[src/rtl/apb_pkg.sv]
// Shared types and constants for the APB request sequencer and its command FIFO.
package apb_pkg;

  localparam int APB_AW  = 32;
  localparam int APB_DW  = 32;
  localparam int NUM_SLV = 4;

  typedef enum logic [1:0] {
    ST_IDLE   = 2'd0,
    ST_SETUP  = 2'd1,
    ST_ACCESS = 2'd2,
    ST_RESP   = 2'd3
  } apb_state_e;

  typedef struct packed {
    logic [APB_AW-1:0]   addr;
    logic                write;
    logic [APB_DW-1:0]   wdata;
    logic [APB_DW/8-1:0] strb;
    logic [2:0]          prot;
  } apb_cmd_t;

  // Word-aligned byte address check; misaligned commands never reach the bus.
  function automatic logic is_aligned(input logic [APB_AW-1:0] addr);
    return (addr[1:0] == 2'b00);
  endfunction

endpackage

[src/rtl/apb_cmd_fifo.sv]
// Small synchronous FIFO holding pending commands. Push is ignored when full
// (even if a pop happens in the same cycle); pop is ignored when empty.
module apb_cmd_fifo #(
  parameter int DEPTH = 4,
  parameter int WIDTH = 8
) (
  input  logic             pclk,
  input  logic             preset,
  input  logic             push,
  input  logic [WIDTH-1:0] wr_data,
  input  logic             pop,
  output logic [WIDTH-1:0] rd_data,
  output logic             full,
  output logic             empty
);

  localparam int AW = (DEPTH > 1) ? $clog2(DEPTH) : 1;
  localparam logic [AW:0] FULL_CNT = (AW + 1)'(DEPTH);

  logic [AW-1:0]    wr_ptr_q, wr_ptr_d;
  logic [AW-1:0]    rd_ptr_q, rd_ptr_d;
  logic [AW:0]      count_q, count_d;
  logic [WIDTH-1:0] mem_q [DEPTH];
  logic             push_en, pop_en;

  assign full    = (count_q == FULL_CNT);
  assign empty   = (count_q == '0);
  assign push_en = push & ~full;
  assign pop_en  = pop & ~empty;
  assign rd_data = mem_q[rd_ptr_q];

  // Next pointer and occupancy; pointers wrap naturally since DEPTH is a power of two.
  always_comb begin
    wr_ptr_d = wr_ptr_q;
    rd_ptr_d = rd_ptr_q;
    count_d  = count_q;
    if (push_en) wr_ptr_d = wr_ptr_q + 1'b1;
    if (pop_en)  rd_ptr_d = rd_ptr_q + 1'b1;
    case ({push_en, pop_en})
      2'b10:   count_d = count_q + 1'b1;
      2'b01:   count_d = count_q - 1'b1;
      default: count_d = count_q;
    endcase
  end

  // Pointer and count registers; reset empties the FIFO.
  always_ff @(posedge pclk or posedge preset) begin
    if (preset) begin
      wr_ptr_q <= '0;
      rd_ptr_q <= '0;
      count_q  <= '0;
    end else begin
      wr_ptr_q <= wr_ptr_d;
      rd_ptr_q <= rd_ptr_d;
      count_q  <= count_d;
    end
  end

  // Storage array; contents need no reset because occupancy gates every read.
  always_ff @(posedge pclk) begin
    if (push_en) mem_q[wr_ptr_q] <= wr_data;
  end

endmodule

[src/rtl/apb_req_sequencer.sv]
// Turns queued valid/ready commands into APB SETUP/ACCESS transfers and
// returns one response per command.
//
//  state     | meaning
//  ----------+-------------------------------------------------------------
//  ST_IDLE   | waiting for a queued command; pops head, checks alignment
//  ST_SETUP  | psel high, penable low for one cycle; arms timeout counter
//  ST_ACCESS | penable high, waiting for pready or timeout expiry
//  ST_RESP   | response held on rsp_* until rsp_ready
module apb_req_sequencer
  import apb_pkg::*;
#(
  parameter int FIFO_DEPTH     = 4,
  parameter int TIMEOUT_CYCLES = 16,
  parameter int SEL_LSB        = 12
) (
  input  logic               pclk,
  input  logic               preset,
  input  logic               cmd_valid,
  output logic               cmd_ready,
  input  logic [APB_AW-1:0]  cmd_addr,
  input  logic               cmd_write,
  input  logic [APB_DW-1:0]  cmd_wdata,
  input  logic [3:0]         cmd_strb,
  input  logic [2:0]         cmd_prot,
  output logic               rsp_valid,
  input  logic               rsp_ready,
  output logic [APB_DW-1:0]  rsp_rdata,
  output logic               rsp_slverr,
  output logic               rsp_timeout,
  output logic [NUM_SLV-1:0] psel,
  output logic               penable,
  output logic [APB_AW-1:0]  paddr,
  output logic               pwrite,
  output logic [2:0]         pprot,
  output logic [APB_DW-1:0]  pwdata,
  output logic [3:0]         pstrb,
  input  logic [APB_DW-1:0]  prdata,
  input  logic               pready,
  input  logic               pslverr
);

  localparam int CMD_W = $bits(apb_cmd_t);
  localparam int TW    = (TIMEOUT_CYCLES > 1) ? $clog2(TIMEOUT_CYCLES) : 1;
  localparam logic [TW-1:0] TMO_LOAD = TW'(TIMEOUT_CYCLES - 1);

  apb_cmd_t   cmd_in, head;
  logic [CMD_W-1:0] fifo_rd_data;
  logic       fifo_full, fifo_empty, fifo_push, fifo_pop;
  logic [1:0] slv_idx;

  apb_state_e         state_q, state_d;
  logic [NUM_SLV-1:0] psel_q, psel_d;
  logic               penable_q, penable_d;
  logic [APB_AW-1:0]  paddr_q, paddr_d;
  logic               pwrite_q, pwrite_d;
  logic [2:0]         pprot_q, pprot_d;
  logic [APB_DW-1:0]  pwdata_q, pwdata_d;
  logic [3:0]         pstrb_q, pstrb_d;
  logic               rsp_valid_q, rsp_valid_d;
  logic [APB_DW-1:0]  rsp_rdata_q, rsp_rdata_d;
  logic               rsp_slverr_q, rsp_slverr_d;
  logic               rsp_timeout_q, rsp_timeout_d;
  logic [TW-1:0]      tmo_cnt_q, tmo_cnt_d;

  // Ready is held low during reset so nothing is accepted while the FIFO clears.
  assign cmd_ready = ~fifo_full & ~preset;
  assign fifo_push = cmd_valid & cmd_ready;

  assign cmd_in = '{addr: cmd_addr, write: cmd_write, wdata: cmd_wdata,
                    strb: cmd_strb, prot: cmd_prot};
  assign head    = apb_cmd_t'(fifo_rd_data);
  assign slv_idx = head.addr[SEL_LSB+1:SEL_LSB];

  apb_cmd_fifo #(
    .DEPTH (FIFO_DEPTH),
    .WIDTH (CMD_W)
  ) u_cmd_fifo (
    .pclk    (pclk),
    .preset  (preset),
    .push    (fifo_push),
    .wr_data (CMD_W'(cmd_in)),
    .pop     (fifo_pop),
    .rd_data (fifo_rd_data),
    .full    (fifo_full),
    .empty   (fifo_empty)
  );

  // Next-state and next-output logic; every output holds unless a transition updates it.
  always_comb begin
    state_d       = state_q;
    psel_d        = psel_q;
    penable_d     = penable_q;
    paddr_d       = paddr_q;
    pwrite_d      = pwrite_q;
    pprot_d       = pprot_q;
    pwdata_d      = pwdata_q;
    pstrb_d       = pstrb_q;
    rsp_valid_d   = rsp_valid_q;
    rsp_rdata_d   = rsp_rdata_q;
    rsp_slverr_d  = rsp_slverr_q;
    rsp_timeout_d = rsp_timeout_q;
    tmo_cnt_d     = tmo_cnt_q;
    fifo_pop      = 1'b0;

    case (state_q)
      ST_IDLE: begin
        if (!fifo_empty) begin
          fifo_pop = 1'b1;
          if (!is_aligned(head.addr)) begin
            rsp_valid_d   = 1'b1;
            rsp_slverr_d  = 1'b1;
            rsp_timeout_d = 1'b0;
            rsp_rdata_d   = '0;
            state_d       = ST_RESP;
          end else begin
            paddr_d   = head.addr;
            pwrite_d  = head.write;
            pprot_d   = head.prot;
            pwdata_d  = head.wdata;
            pstrb_d   = head.write ? head.strb : 4'b0000;
            psel_d    = NUM_SLV'(1) << slv_idx;
            penable_d = 1'b0;
            state_d   = ST_SETUP;
          end
        end
      end

      ST_SETUP: begin
        penable_d = 1'b1;
        tmo_cnt_d = TMO_LOAD;
        state_d   = ST_ACCESS;
      end

      ST_ACCESS: begin
        if (pready) begin
          rsp_rdata_d   = (!pwrite_q && !pslverr) ? prdata : '0;
          rsp_slverr_d  = pslverr;
          rsp_timeout_d = 1'b0;
          rsp_valid_d   = 1'b1;
          psel_d        = '0;
          penable_d     = 1'b0;
          state_d       = ST_RESP;
        end else if (tmo_cnt_q == '0) begin
          rsp_rdata_d   = '0;
          rsp_slverr_d  = 1'b1;
          rsp_timeout_d = 1'b1;
          rsp_valid_d   = 1'b1;
          psel_d        = '0;
          penable_d     = 1'b0;
          state_d       = ST_RESP;
        end else begin
          tmo_cnt_d = tmo_cnt_q - 1'b1;
        end
      end

      ST_RESP: begin
        if (rsp_ready) begin
          rsp_valid_d = 1'b0;
          state_d     = ST_IDLE;
        end
      end

      default: state_d = ST_IDLE;
    endcase
  end

  // FSM state, registered APB/response outputs and timeout counter.
  always_ff @(posedge pclk or posedge preset) begin
    if (preset) begin
      state_q       <= ST_IDLE;
      psel_q        <= '0;
      penable_q     <= 1'b0;
      paddr_q       <= '0;
      pwrite_q      <= 1'b0;
      pprot_q       <= '0;
      pwdata_q      <= '0;
      pstrb_q       <= '0;
      rsp_valid_q   <= 1'b0;
      rsp_rdata_q   <= '0;
      rsp_slverr_q  <= 1'b0;
      rsp_timeout_q <= 1'b0;
      tmo_cnt_q     <= '0;
    end else begin
      state_q       <= state_d;
      psel_q        <= psel_d;
      penable_q     <= penable_d;
      paddr_q       <= paddr_d;
      pwrite_q      <= pwrite_d;
      pprot_q       <= pprot_d;
      pwdata_q      <= pwdata_d;
      pstrb_q       <= pstrb_d;
      rsp_valid_q   <= rsp_valid_d;
      rsp_rdata_q   <= rsp_rdata_d;
      rsp_slverr_q  <= rsp_slverr_d;
      rsp_timeout_q <= rsp_timeout_d;
      tmo_cnt_q     <= tmo_cnt_d;
    end
  end

  assign psel        = psel_q;
  assign penable     = penable_q;
  assign paddr       = paddr_q;
  assign pwrite      = pwrite_q;
  assign pprot       = pprot_q;
  assign pwdata      = pwdata_q;
  assign pstrb       = pstrb_q;
  assign rsp_valid   = rsp_valid_q;
  assign rsp_rdata   = rsp_rdata_q;
  assign rsp_slverr  = rsp_slverr_q;
  assign rsp_timeout = rsp_timeout_q;

endmodule

[config.mk]
export PLATFORM = sky130hd
export DESIGN_NAME = apb_req_sequencer
export DESIGN_NICKNAME = d
export VERILOG_FILES = /design/src/rtl/apb_pkg.sv /design/src/rtl/apb_cmd_fifo.sv /design/src/rtl/apb_req_sequencer.sv
export SDC_FILE = /design/constraint.sdc
export NUM_CORES = 1
export LEC_CHECK = 0
export BUFFER_PORTS_ARGS = -buffer_cell sky130_fd_sc_hd__buf_2
export CORE_ASPECT_RATIO = 2
export CORE_MARGIN = 4
export CORE_UTILIZATION = 61
export DETAILED_ROUTE_END_ITERATION = 12
export PLACE_DENSITY = 0.88
export SYNTH_ARGS = -nofsm -noshare
export SYNTH_HDL_FRONTEND = slang
export SYNTH_SLANG_ARGS = --single-unit
[constraint.sdc]
create_clock -name pclk -period 8 [get_ports pclk]
set_clock_uncertainty 0.1 [all_clocks]
set_input_delay 1.6 -clock pclk [delete_from_list [all_inputs] [get_ports pclk]]
set_output_delay 1.6 -clock pclk [all_outputs]
set_load 0.005 [all_outputs]
# Word-level counts from Yosys, hierarchy flattened
# Memories as Yosys holds them, arrays and structs flattened.
# Cells that the tools add are included.
# Widths: inputs -> output; s select.
[op_classes]
n_addsub = 5
n_eq_ne = 13
n_shift = 1
muxes = 43
n_bitwise = 7
n_reduce_logical = 19
[ops]
columns = ["cell", "n"]
rows = [
  ["$mux 32", 5],
  ["$pmux 32 s2", 1],
  ["$mux 4", 7],
  ["$mux 1", 17],
  ["$pmux 4 s2", 2],
  ["$ne 2x2->1 const B", 6],
  ["$reduce_and 4->1", 3],
  ["$mux 2", 5],
  ["$reduce_and 3->1", 3],
  ["$pmux 2 s4", 1],
  ["$eq 2x2->1 const B", 3],
  ["$pmux 1 s3", 2],
  ["$pmux 3 s2", 1],
  ["$reduce_bool 2->1", 3],
  ["$reduce_bool 3->1", 2],
  ["$reduce_and 5->1", 1],
  ["$add 2x1->2 const B", 2],
  ["$and 1x1->1", 4],
  ["$eq 2x1->1 const B", 2],
  ["$logic_not 2->1", 2],
  ["$logic_not 4->1", 1],
  ["$pmux 1 s2", 2],
  ["$shl 1x2->4 const A", 1],
  ["$sub 4x1->4 const B", 1],
  ["8 further kinds", 11],
]
[word_totals]
ff_bits = 125
ram_bits = 288
input_bits = 110
out_inout_bits = 113
wordCells = 105
memories = 1
[memory_table]
columns = ["name", "words", "word_bits", "rd", "rd_ports_with_merged_regs", "write_ports", "line_no", "text"]
rows = [
  ["u_cmd_fifo.mem_q", 4, 72, 1, 0, 1, "apb_cmd_fifo.sv:23", "logic [WIDTH-1:0] mem_q [DEPTH];"],
]

# Logic depth before layout (Yosys ltp)
[logic_depth]
depth_word = 7
mapped_depth = 10
ltp_nobuf = 10

# Cells and area by module
# From an unflattened synthesis, not the netlist that was laid out.
[hier_totals]
hier_cells = 795
hier_area_um2 = 15573.7
[by_module_without_submodules]
columns = ["mod", "n_inst", "cells_each", "area_each_um2", "seq_area_each_um2"]
rows = [
  ["apb_cmd_fifo", 1, 414, 10821.6, 8823.5],
  ["apb_req_sequencer", 1, 381, 4752.1, 2952.8],
]

# Worst setup path before layout
# Ideal clock, no wire load.
[synth_timing]
path_type = "input-to-reg"
startpoint = "input port preset"
endpoint = "memory u_cmd_fifo.mem_q[1][0] (netlist name), enable pin"
setup_time_ns = 0.439
arrival_ns = 3.686
required_time_ns = 7.461
path_slack_ns = 3.775
stages = 2
n_path_buf = 0
path_cell_list = "a31oi_1 and3_1"
[synth_via]
elab_chain_cells = 6
[synth_rtl]
columns = ["item", "line_no", "text"]
rows = [
  ["from (decl)", "apb_req_sequencer.sv:18", "input logic preset,"],
  ["$not 1->1", "apb_req_sequencer.sv:67", "assign cmd_ready = ~fifo_full & ~preset;"],
  ["$and 1x1->1", "apb_req_sequencer.sv:67", ""],
  ["$and 1x1->1", "apb_req_sequencer.sv:68", "assign fifo_push = cmd_valid & cmd_ready;"],
  ["$and 1x1->1", "apb_cmd_fifo.sv:28", "assign push_en = push & ~full;"],
  ["$mux 1", "apb_cmd_fifo.sv:61", "if (push_en) mem_q[wr_ptr_q] <= wr_data;"],
  ["$mux 1 (implied by the code)", "apb_cmd_fifo.sv:61", ""],
  ["to (decl)", "apb_cmd_fifo.sv:23", ""],
]
# Every way passes these cells.

# Worst setup path after layout
[layout_timing]
startpoint = "input port preset"
endpoint = "output port cmd_ready"
[layout_via]
elab_chain_cells = 2
[layout_rtl]
columns = ["item", "line_no", "text"]
rows = [
  ["$not 1->1", "apb_req_sequencer.sv:67", ""],
  ["$and 1x1->1", "apb_req_sequencer.sv:67", ""],
  ["to (decl)", "apb_req_sequencer.sv:20", "output logic cmd_ready,"],
]
# Every way passes these cells.

==> impl_metrics.json <==
{
  "track_usage": 0.221,
  "pwr-share-seq": 0.488,
  "start_util": 0.618,
  "path_max_fanout": 6,
  "ys_async_sr_fraction": 0.303,
  "grt_pass1_vias": 8151,
  "power-per-cell-area_mw_per_mm2": 345,
  "slew_headroom": 0.209,
  "clk_latency_ns": 0.50,
  "cp-endpoint": "cmd_ready",
  "drt-initial-drc-count": 419,
  "synth_edf_count": 288,
  "vias": 7694,
  "grt_max_degree": 75,
  "required_ns": 6.30,
  "swShare": 0.281,
  "status": "finished, final reports clean",
  "synth_cell_types": 39,
  "cts_tree": "done",
  "wl_per_cell_um": 22.9,
  "hp-class": "flop to flop",
  "reg2reg_depth": 5,
  "regToRegSetupSlack_ns": 4.55,
  "fin_crit_sh": 0.517,
  "power.leakage_nw": 7.06,
  "cts-hold-fix-buffers": 0,
  "nFillCells": 1515,
  "clockRootBuffer": "clkbuf_16",
  "postPlaceCellArea_mm2": 0.0169,
  "yosys-top-cells-area": "edfxtp_1, dfrtp_1, mux4_2",
  "hold_viol": 0,
  "die_w_um": 121,
  "htreeDepth": 2,
  "pin_count": 223,
  "synth_ff_type": "edfxtp_1",
  "yosysWarnings": 0,
  "grt_pass1_wl_um": 46800,
  "cts_buffers": 35,
  "die_h_um": 233,
  "r2r-end": "pwdata[21]",
  "critPathLaunchType": "primary input",
  "clock.fmax_mhz": 242,
  "ys_seq_area_frac": 0.761,
  "yosysMostFrequentCell": "edfxtp_1",
  "multi_input_area_mm2": 0.00347,
  "seq_area_mm2": 0.0118,
  "intPower_mw": 4.47,
  "worst_setup_path_end_kind": "output pin",
  "yosys.area.top_type": "edfxtp_1",
  "grt-ovfl-total": 0,
  "ys_seq_elements": 413,
  "finalCriticalPeriod_ns": 4.14,
  "worst_slew_pin_slew_ns": 1.18,
  "antenna_found_initial": 11,
  "rsz0062_at_grt": "false",
  "final_area_mm2": 0.0180,
  "first_pass_iters": 4,
  "area_growth_pct": 16.4,
  "portBuffers": 222,
  "cp.arrival_ns": 2.44,
  "ant_nets": 0,
  "crit_type": "primary input to output pin",
  "cap_violations": 0,
  "final_nets": 1087,
  "synthTopCellsByCount": "edfxtp_1, dfrtp_1, mux4_2, mux2_1, a22o_1",
  "syn_inst": 732,
  "synth_top_area_frac": 0.559,
  "path_clk_slew_ns": 0.06,
  "drive_above_1_share": 0.385,
  "clock_path_buffers": 3,
  "rows": 82,
  "postCtsSetupBuffers": 0,
  "avgViaCountPerCell": 5.77,
  "finalPower_mw": 6.22,
  "clock-sinks": 413,
  "tns_ns": 0,
  "p_sw_mw": 1.75,
  "avgSynthCellArea_um2": 21.1,
  "synth_nets": 854,
  "crit_start": "preset",
  "dieArea_mm2": 0.0281,
  "drc": 0,
  "power_frac_comb": 0.253,
  "whs_ns": 0.388,
  "postCtsResizedCells": 0,
  "synth_area_mm2": 0.0155,
  "ir_drop_v": 0.000264,
  "final_max_slew_viol_count": 0,
  "setup_viol": 0,
  "clock_power_share": 0.259,
  "gp_congestion": 0.763,
  "core-area_mm2": 0.0250,
  "timing.rr.start": "u_cmd_fifo.rd_ptr_q[0]",
  "place_hpwl_um": 18800,
  "routed_wl_um": 30500
}
[flip-flops by register name, summed over array words and instances, names as in the netlist]
signal,cells
rsp_rdata,32
rsp_timeout,1
rsp_slverr,1
penable,1
rsp_valid,1
pprot,3
u_cmd_fifo.rd_ptr_q,2
state_q,2
u_cmd_fifo.mem_q,288
u_cmd_fifo.wr_ptr_q,2
psel,4
pstrb,4
u_cmd_fifo.count_q,3
paddr,32
pwdata,32
pwrite,1
tmo_cnt_q,4
[logic make-up after synthesis]
| kind of cell | count (synthesis) | share of synthesized area |
|---|---|---|
| AND/OR/NAND/NOR | 52 | 0.0213 |
| buffers and inverters | 48 | 0.0169 |
| multiplexers | 142 | 0.158 |
| flip-flops | 413 | 0.761 |
| AO/OA/AOI/OAI | 57 | 0.0278 |
| XOR/XNOR | 8 | 0.00453 |
| adder cells (fa/ha/maj) | 12 | 0.0102 |
[area by class of cell]
type,instances,share of cell area
repair buffers,230,0.0650
multi-input cells,271,0.193
clock inverters,8,0.00215
diodes,9,0.00125
clock buffers,53,0.0584
inverters,14,0.00319
flip-flops and latches,413,0.654
well taps,336,0.0233
[power groups by stage]
stage / Clock, mW / Sequential (mW) / Combinational [mW]
finish: 1.61 / 3.03 / 1.57
global placement: 0 / 3.05 / 1.53
global route: 1.73 / 3.08 / 1.72
CTS: 1.65 / 3.04 / 1.61
floorplan: 0 / 2.95 / 1.15
detailed placement: 0 / 3.08 / 1.59
[layer usage]
metal  vias up  track usage  part of all wire
met2       265        0.402              0.55
met1      3988        0.256              0.36
li1       3372            -                 -
met3        65       0.0388             0.053
met5         -            0           0.00095
met4         4       0.0911             0.034
[worst min path at each step]
stage,start,end,slack [ns],cells past startpoint
2_1_floorplan,u_cmd_fifo.count_q[0],u_cmd_fifo.count_q[0],0.36,1
3_3_place_gp,pstrb[1],pstrb[1],0.37,2
3_5_place_dp,pstrb[0],pstrb[0],0.38,2
4_1_cts,pstrb[0],pstrb[0],0.39,2
5_1_grt,rsp_rdata[27],rsp_rdata[27],0.41,1
6_report,pstrb[2],pstrb[2],0.39,2
[worst max-delay path: stages]
cell and delay [ns]:
buf_2 0.13, a31oi_1 0.47, buf_2 0.24
[through the flow]
step / worst slack, ns / util / cells
5_1_grt: 3.84 / 0.720 / 1333
6_report: 3.86 / 0.720 / 1334
2_1_floorplan: 2.97 / - / 732
3_5_place_dp: 3.87 / 0.675 / 1264
4_1_cts: 3.87 / 0.719 / 1325
3_3_place_gp: 3.94 / 0.675 / 1264
[layout by cell type (no fill, tap or decap), types with 2 or more instances in the layout]
master,n
dfrtp_1,123
a21oi_1,7
clkbuf_16,39
mux2_1,52
mux2i_1,2
diode_2,9
clkinv_1,3
nor2_1,8
o21ai_0,2
xnor2_1,4
xor2_1,4
clkbuf_8,2
mux4_2,70
ha_1,11
and2_1,3
and3_4,4
buf_4,8
o21ai_1,9
nand2_1,17
a22o_1,32
nand2b_1,5
mux2_4,18
edfxtp_1,288
inv_1,13
clkinv_2,4
dfrtp_4,2
nor4_4,2
clkbuf_1,11
buf_2,222
nor3_1,4
Note: power is estimated with default switching activity, not from simulation.
